==> src/rtl/mms_pkg.sv <==
// Shared MMU types for the instruction-side Sv32 translation path.
// Holds the PTE / VA / ITLB-entry layouts, the page-table-walker state
// encoding and the PTE address helper used by mms_ptw.
package mms_pkg;

  localparam int ITLB_ASID_WD = 9;
  localparam int SV32_PA_WD   = 34;
  localparam int PTE_BYTES    = 4;
  localparam int SATP_PPN_WD  = 22;

  typedef enum logic [1:0] {
    MODE_U = 2'b00,
    MODE_S = 2'b01
  } mms_sv32_mode_t;

  typedef struct packed {
    logic [11:0] ppn1;
    logic [9:0]  ppn0;
    logic [1:0]  rsw;
    logic        d;
    logic        a;
    logic        g;
    logic        u;
    logic        x;
    logic        w;
    logic        r;
    logic        v;
  } pte_t;

  typedef struct packed {
    logic [9:0]  vpn1;
    logic [9:0]  vpn0;
    logic [11:0] offset;
  } va_t;

  typedef struct packed {
    logic [19:0]             tag;
    logic [ITLB_ASID_WD-1:0] asid;
    mms_sv32_mode_t          mode;
    pte_t                    pg_entry;
  } itlb_entry_t;

  typedef enum logic [2:0] {
    PTW_IDLE    = 3'd0,
    PTW_L1_REQ  = 3'd1,
    PTW_L1_WAIT = 3'd2,
    PTW_L0_REQ  = 3'd3,
    PTW_L0_WAIT = 3'd4,
    PTW_DONE    = 3'd5,
    PTW_DRAIN   = 3'd6
  } ptw_state_t;

  // Byte address of entry 'idx' in the page table rooted at 'table_ppn'.
  function automatic logic [SV32_PA_WD-1:0] pte_addr(input logic [SATP_PPN_WD-1:0] table_ppn,
                                                     input logic [9:0] idx);
    return {table_ppn, 12'h000} + SV32_PA_WD'(idx) * SV32_PA_WD'(PTE_BYTES);
  endfunction

endpackage

==> src/rtl/mms_pte_check.sv <==
// Combinational decode of one Sv32 PTE.
// Ports:
//   i_pte          PTE under inspection
//   i_level1       1 when the PTE came from the root (L1) table
//   i_mode         privilege mode of the fetch (U or S)
//   o_invalid      V=0, or the reserved W=1/R=0 combination
//   o_leaf         R or X set
//   o_misaligned   L1 leaf whose ppn0 is non-zero
//   o_perm_fault   leaf not usable for an instruction fetch in i_mode
module mms_pte_check
  import mms_pkg::*;
(
  input  pte_t           i_pte,
  input  logic           i_level1,
  input  mms_sv32_mode_t i_mode,
  output logic           o_invalid,
  output logic           o_leaf,
  output logic           o_misaligned,
  output logic           o_perm_fault
);

  logic w_unused;

  assign o_invalid    = ~i_pte.v | (i_pte.w & ~i_pte.r);
  assign o_leaf       = i_pte.r | i_pte.x;
  assign o_misaligned = i_level1 & o_leaf & (i_pte.ppn0 != 10'd0);

  // A must already be set: there is no hardware A/D update path.
  assign o_perm_fault = ~i_pte.x | ~i_pte.a
                      | ((i_mode == MODE_U) & ~i_pte.u)
                      | ((i_mode == MODE_S) &  i_pte.u);

  assign w_unused = &{1'b0, i_pte.ppn1, i_pte.rsw, i_pte.d, i_pte.g};

endmodule

==> src/rtl/mms_ptw.sv <==
// Sv32 instruction-side page-table walker.
// Takes an ITLB miss, reads one or two PTEs over a dedicated memory port
// and returns either an installable itlb_entry_t or a page fault.
// Ports:
//   clk, rst                  clock, synchronous active-high reset
//   satp_ppn                  root table PPN, captured with the request
//   flush                     abort any walk in progress
//   req_*                     ITLB miss request (valid/ready handshake)
//   mem_req_*                 PTE read request to the arbiter
//   mem_rsp_*                 PTE read data, one per accepted request, in order
//   rsp_valid/entry/fault     one-cycle completion pulse
//
// state   | meaning
// IDLE    | ready for a miss
// L1_REQ  | root PTE read presented, waiting for grant
// L1_WAIT | root PTE read outstanding
// L0_REQ  | leaf-table PTE read presented, waiting for grant
// L0_WAIT | leaf-table PTE read outstanding
// DONE    | result registered, rsp_valid pulses
// DRAIN   | walk aborted, swallowing the outstanding response
module mms_ptw
  import mms_pkg::*;
#(
  parameter int ASID_WD = 9,
  parameter int PA_WD   = 34
) (
  input  logic                   clk,
  input  logic                   rst,
  input  logic [SATP_PPN_WD-1:0] satp_ppn,
  input  logic                   flush,
  input  logic                   req_valid,
  output logic                   req_ready,
  input  logic [19:0]            req_vpn,
  input  logic [ASID_WD-1:0]     req_asid,
  input  logic [1:0]             req_mode,
  output logic                   mem_req_valid,
  input  logic                   mem_req_ready,
  output logic [PA_WD-1:0]       mem_req_addr,
  input  logic                   mem_rsp_valid,
  input  logic [31:0]            mem_rsp_data,
  output logic                   rsp_valid,
  output itlb_entry_t            rsp_entry,
  output logic                   rsp_fault
);

  ptw_state_t     r_state;
  logic [19:0]    r_vpn;
  logic [ASID_WD-1:0] r_asid;
  mms_sv32_mode_t r_mode;
  logic           r_mem_req_valid;
  logic [PA_WD-1:0] r_mem_req_addr;
  itlb_entry_t    r_rsp_entry;
  logic           r_rsp_fault;

  pte_t        w_pte;
  pte_t        w_leaf_pte;
  itlb_entry_t w_entry;
  logic        w_l1;
  logic        w_invalid;
  logic        w_leaf;
  logic        w_misaligned;
  logic        w_perm_fault;
  logic        w_fault;

  assign w_pte = pte_t'(mem_rsp_data);
  assign w_l1  = (r_state == PTW_L1_WAIT);

  mms_pte_check u_pte_check (
    .i_pte        (w_pte),
    .i_level1     (w_l1),
    .i_mode       (r_mode),
    .o_invalid    (w_invalid),
    .o_leaf       (w_leaf),
    .o_misaligned (w_misaligned),
    .o_perm_fault (w_perm_fault)
  );

  // A non-leaf is only legal at L1; at L0 it is a fault.
  assign w_fault = w_invalid | (w_leaf ? (w_misaligned | w_perm_fault) : ~w_l1);

  // Superpages are installed as 4 KiB pages: ppn0 comes from the VA.
  always_comb begin
    w_leaf_pte = w_pte;
    if (w_l1) w_leaf_pte.ppn0 = r_vpn[9:0];
  end

  assign w_entry = '{tag: r_vpn, asid: ITLB_ASID_WD'(r_asid), mode: r_mode, pg_entry: w_leaf_pte};

  always_ff @(posedge clk) begin
    if (rst) begin
      r_state         <= PTW_IDLE;
      r_vpn           <= '0;
      r_asid          <= '0;
      r_mode          <= MODE_U;
      r_mem_req_valid <= 1'b0;
      r_mem_req_addr  <= '0;
      r_rsp_entry     <= '0;
      r_rsp_fault     <= 1'b0;
    end else begin
      case (r_state)
        PTW_IDLE: begin
          if (!flush && req_valid) begin
            r_vpn           <= req_vpn;
            r_asid          <= req_asid;
            r_mode          <= mms_sv32_mode_t'(req_mode);
            r_mem_req_valid <= 1'b1;
            r_mem_req_addr  <= PA_WD'(pte_addr(satp_ppn, req_vpn[19:10]));
            r_state         <= PTW_L1_REQ;
          end
        end
        PTW_L1_REQ, PTW_L0_REQ: begin
          // A grant in the flush cycle still launches the read, so it must be drained.
          if (mem_req_ready) begin
            r_mem_req_valid <= 1'b0;
            if (flush)                    r_state <= PTW_DRAIN;
            else if (r_state == PTW_L1_REQ) r_state <= PTW_L1_WAIT;
            else                          r_state <= PTW_L0_WAIT;
          end else if (flush) begin
            r_mem_req_valid <= 1'b0;
            r_state         <= PTW_IDLE;
          end
        end
        PTW_L1_WAIT, PTW_L0_WAIT: begin
          if (flush) begin
            r_state <= mem_rsp_valid ? PTW_IDLE : PTW_DRAIN;
          end else if (mem_rsp_valid) begin
            if (w_fault) begin
              r_rsp_fault <= 1'b1;
              r_state     <= PTW_DONE;
            end else if (w_leaf) begin
              r_rsp_fault <= 1'b0;
              r_rsp_entry <= w_entry;
              r_state     <= PTW_DONE;
            end else begin
              r_mem_req_valid <= 1'b1;
              r_mem_req_addr  <= PA_WD'(pte_addr({w_pte.ppn1, w_pte.ppn0}, r_vpn[9:0]));
              r_state         <= PTW_L0_REQ;
            end
          end
        end
        PTW_DONE: r_state <= PTW_IDLE;
        PTW_DRAIN: begin
          if (mem_rsp_valid) r_state <= PTW_IDLE;
        end
        default: r_state <= PTW_IDLE;
      endcase
    end
  end

  assign req_ready     = (r_state == PTW_IDLE);
  assign rsp_valid     = (r_state == PTW_DONE) & ~flush;
  assign mem_req_valid = r_mem_req_valid;
  assign mem_req_addr  = r_mem_req_addr;
  assign rsp_entry     = r_rsp_entry;
  assign rsp_fault     = r_rsp_fault;

endmodule
==> config.mk <==
export PLATFORM = sky130hd
export DESIGN_NAME = mms_ptw
export DESIGN_NICKNAME = d
export VERILOG_FILES = /design/src/rtl/mms_pkg.sv /design/src/rtl/mms_pte_check.sv /design/src/rtl/mms_ptw.sv
export SDC_FILE = /design/constraint.sdc
export NUM_CORES = 1
export LEC_CHECK = 0
export BUFFER_PORTS_ARGS = -buffer_cell sky130_fd_sc_hd__buf_2
export CAP_MARGIN = 0
export CORE_MARGIN = 2
export CORE_UTILIZATION = 53
export CTS_CLUSTER_DIAMETER = 100
export CTS_CLUSTER_SIZE = 10
export DETAILED_ROUTE_END_ITERATION = 16
export PLACE_DENSITY = 0.84
export SLEW_MARGIN = 15
export SYNTH_ARGS = -nofsm -noshare
export SYNTH_HDL_FRONTEND = slang
export SYNTH_SLANG_ARGS = --single-unit
==> constraint.sdc <==
create_clock -name clk -period 3.25 [get_ports clk]
set_input_delay 0.4875 -clock clk [delete_from_list [all_inputs] [get_ports clk]]
set_output_delay 0.4875 -clock clk [all_outputs]
set_load 0.02 [all_outputs]
==> metrics.cfg <==
[cts]
numCtsBuffers = 17
cts_resized = 0
cts.clk_slew.worst_paths_ps = 60
root_buffer = clkbuf_8
holdBufCountCts = 0
postCtsSetupRepairBufs = 0
clockBufferDepth = 2
cts_sinks = 131
clock_latency_ps = 510
htree_levels = 4
cts_tree = done

[timing]
period_needed_ps = 2450
grt_setup_unrepaired = false
drv_slew = 0
skew_ps = 10.9
setup_violations = 0
period_share = 0.755
fmax_mhz = 407
hold_viol_final = 0
finalSetupTns_ps = 0
max_slew_margin = 0.523
worst_slew_pin_slew_ps = 715

[route]
vias = 4700
drc = 0
avgRoutedWirePerCell_microns = 16.0
dr.pass1.iters = 5
viasPerCell = 5.30
wl_microns = 14200
drt_iter0_drc = 272
ant_nets = 0

[worst_hold_path]
hold_path_class = in2reg

[synthesis]
synth.distinct_cells = 39
post_synth.cell_area_avg_sq_um = 9.38
synth_compound_area_frac = 0.121
syn_area_sq_um = 5370
synth_cells = 572
synth_top_flop_cell = dfxtp_1
yosysTopAreaCell = dfxtp_1
synth.area.top_cells = dfxtp_1 (49%), mux2i_1 (17%), nor2_1 (7.3%), a211oi_1 (5.3%), nand2_1 (4.7%)
ys_ff_latch = 131
yosysWarnings = 0
synthXorXnorAreaFrac = 0.00326
yosysTopAreaCellShare = 0.489
synth_top_family_by_area = multiplexers
synth_fa_ha_area_frac = 0
ys_seq_area_frac = 0.489
synth_mux_area_frac = 0.174
synth_simple_gate_area_frac = 0.151
synth_edf_count = 0
ys_async_sr_fraction = 0

[floorplan]
io_pins = 192
die_x_microns = 105
die-area_sq_um = 10900
die_h_microns = 105
start_util = 0.546
rows = 36
core_area_sq_um = 9820

[worst_setup_path]
cp-start-kind = register
critical_path.max_stage_delay_ps = 710
critPathBufInv = 1
cp_max_fo = 56
crit_chain = xor2_1, nand3_1, a2111oi_4, buf_12, mux2i_1, nor2_1
critPathCaptureType = register
crit_type = reg2reg
crit_arrival_ps = 2820
cp_slowest_cell = dfxtp_1
path_delay_family = flip-flops
worst_ep_required_time_ps = 3610

[job]
cap_viol_max_count = 0

[placement]
place.gp.congestion = 0.867
dp_cells = 855
hpwl_microns = 10100
port_buffers = 189

[run_status]
status = completed

[finish]
layoutNonFillerInstCount = 886
final_util = 0.700
nets = 832
layout-drive-gt1-share = 0.321
antenna_cells = 0
nFillCells = 806
syn_to_final_growth_pct = 28.2

[global_route]
grt_antenna_before_repair = 0
grt_usage = 0.261
grt_pass1_vias = 4666
overflow = 0
grt_max_degree = 68
grt_pass1_wl_microns = 22700

[pwr]
power_density_nw_per_um2 = 700
leakage_nw = 3.09
irDropWorstVdd_uv = 362

==> logic make-up (layout without fill, tap and decap cells) <==
| group | Yosys count | in the layout |
|---|---|---|
| compound gates | 95 | 95 |
| buf+inv | 52 | 232 |
| other cells | 1 | 2 |
| flops | 131 | 131 |
| simple gates | 198 | 198 |
| mux | 93 | 93 |
| xor+xnor | 2 | 2 |
==> placed cells by master (no fill, tap or decap), drive strengths merged, types with 2 or more instances in the layout <==
cell and n:
bufinv 4, mux2i 92, clkbuf 20, dfxtp 131
inv 3, and3 2, a31oi 2, nand2b 2
nor3 4, and2 2, nand2 67, conb 2
a21oi 40, o21ai 3, xor2 2, nor4 2
a211oi 42, nand3 5, buf 198, clkinv 7
nor2 108
==> worst min-delay path: cells and delay by family <==
kind | cells | cell delay, ps
and+or+nand+nor | 1 | 40
buffers and inverters | 1 | 90
AOI/OAI and AO/OA | 1 | 50
==> routing by layer <==
metal,vias to the layer above,global-route usage,part of all wire
li1,2299,-,-
met1,2210,0.297,0.40
met2,165,0.461,0.51
met3,26,0.0711,0.065
met4,0,0.104,0.021
met5,-,0,0
==> flip-flops by register name, indices dropped and copies added, names as in the netlist <==
signal / count
mem_req_valid: 1
rsp_fault: 1
r_asid: 9
mem_req_addr: 32
rsp_entry: 63
r_state: 3
r_mode: 2
r_vpn: 20
==> report_power, final <==
group	switching, mW	internal, mW	total (mW)
Sequential	0.114	1.75	1.86
Clock	0.652	1.27	1.93
Combinational	0.625	0.396	1.02
Total	1.39	3.42	4.81
==> Yosys cell counts (4+ instances only) <==
cell      count
nor2_1      104
buf_12        5
a211oi_1     38
mux2i_1      92
a211oi_2      4
dfxtp_1     131
nor3_1        4
nand3_1       5
buf_4         7
nor2_2        4
clkbuf_1     25
nand2_1      67
buf_2        11
a21oi_1      40
==> path summary, 6_finish.rpt <==
kind                                               from                          to  slack (ps)  cells past startpoint
worst min register to register   r_asid[8]$_SDFFE_PP0P_      r_asid[8]$_SDFFE_PP0P_         450                      2
worst max-delay path            r_state[2]$_SDFFE_PP0P_  rsp_entry[46]$_SDFFE_PP0P_         800                      6
worst max register to register  r_state[2]$_SDFFE_PP0P_  rsp_entry[46]$_SDFFE_PP0P_         800                      6
worst min-delay path                        req_asid[3]      r_asid[3]$_SDFFE_PP0P_         210                      3
==> cell type report <==
type,instances,area [sq um],share of cell area
multi-input combinational,390,2430,0.354
sequential,131,2620,0.381
inverter,3,11.3,0.00164
tap,133,166,0.0242
timing repair buffer,198,1040,0.151
clock inverter,11,159,0.0231
clock buffer,20,445,0.0648
==> stage by stage <==
stage / instance area, sq um / hold slack, ps / worst slack, ps / power [mW]
after floorplan: 5370 / 436 / 1260 / 2.61
after global placement: 6270 / 441 / 877 / 2.87
after detailed placement: 6270 / 447 / 819 / 2.91
after CTS: 6880 / 190 / 821 / 4.85
after global routing: 6880 / 200 / 580 / 5.04
final: 6880 / 213 / 795 / 4.81
No activity file was read; power rests on OpenSTA's default activity.
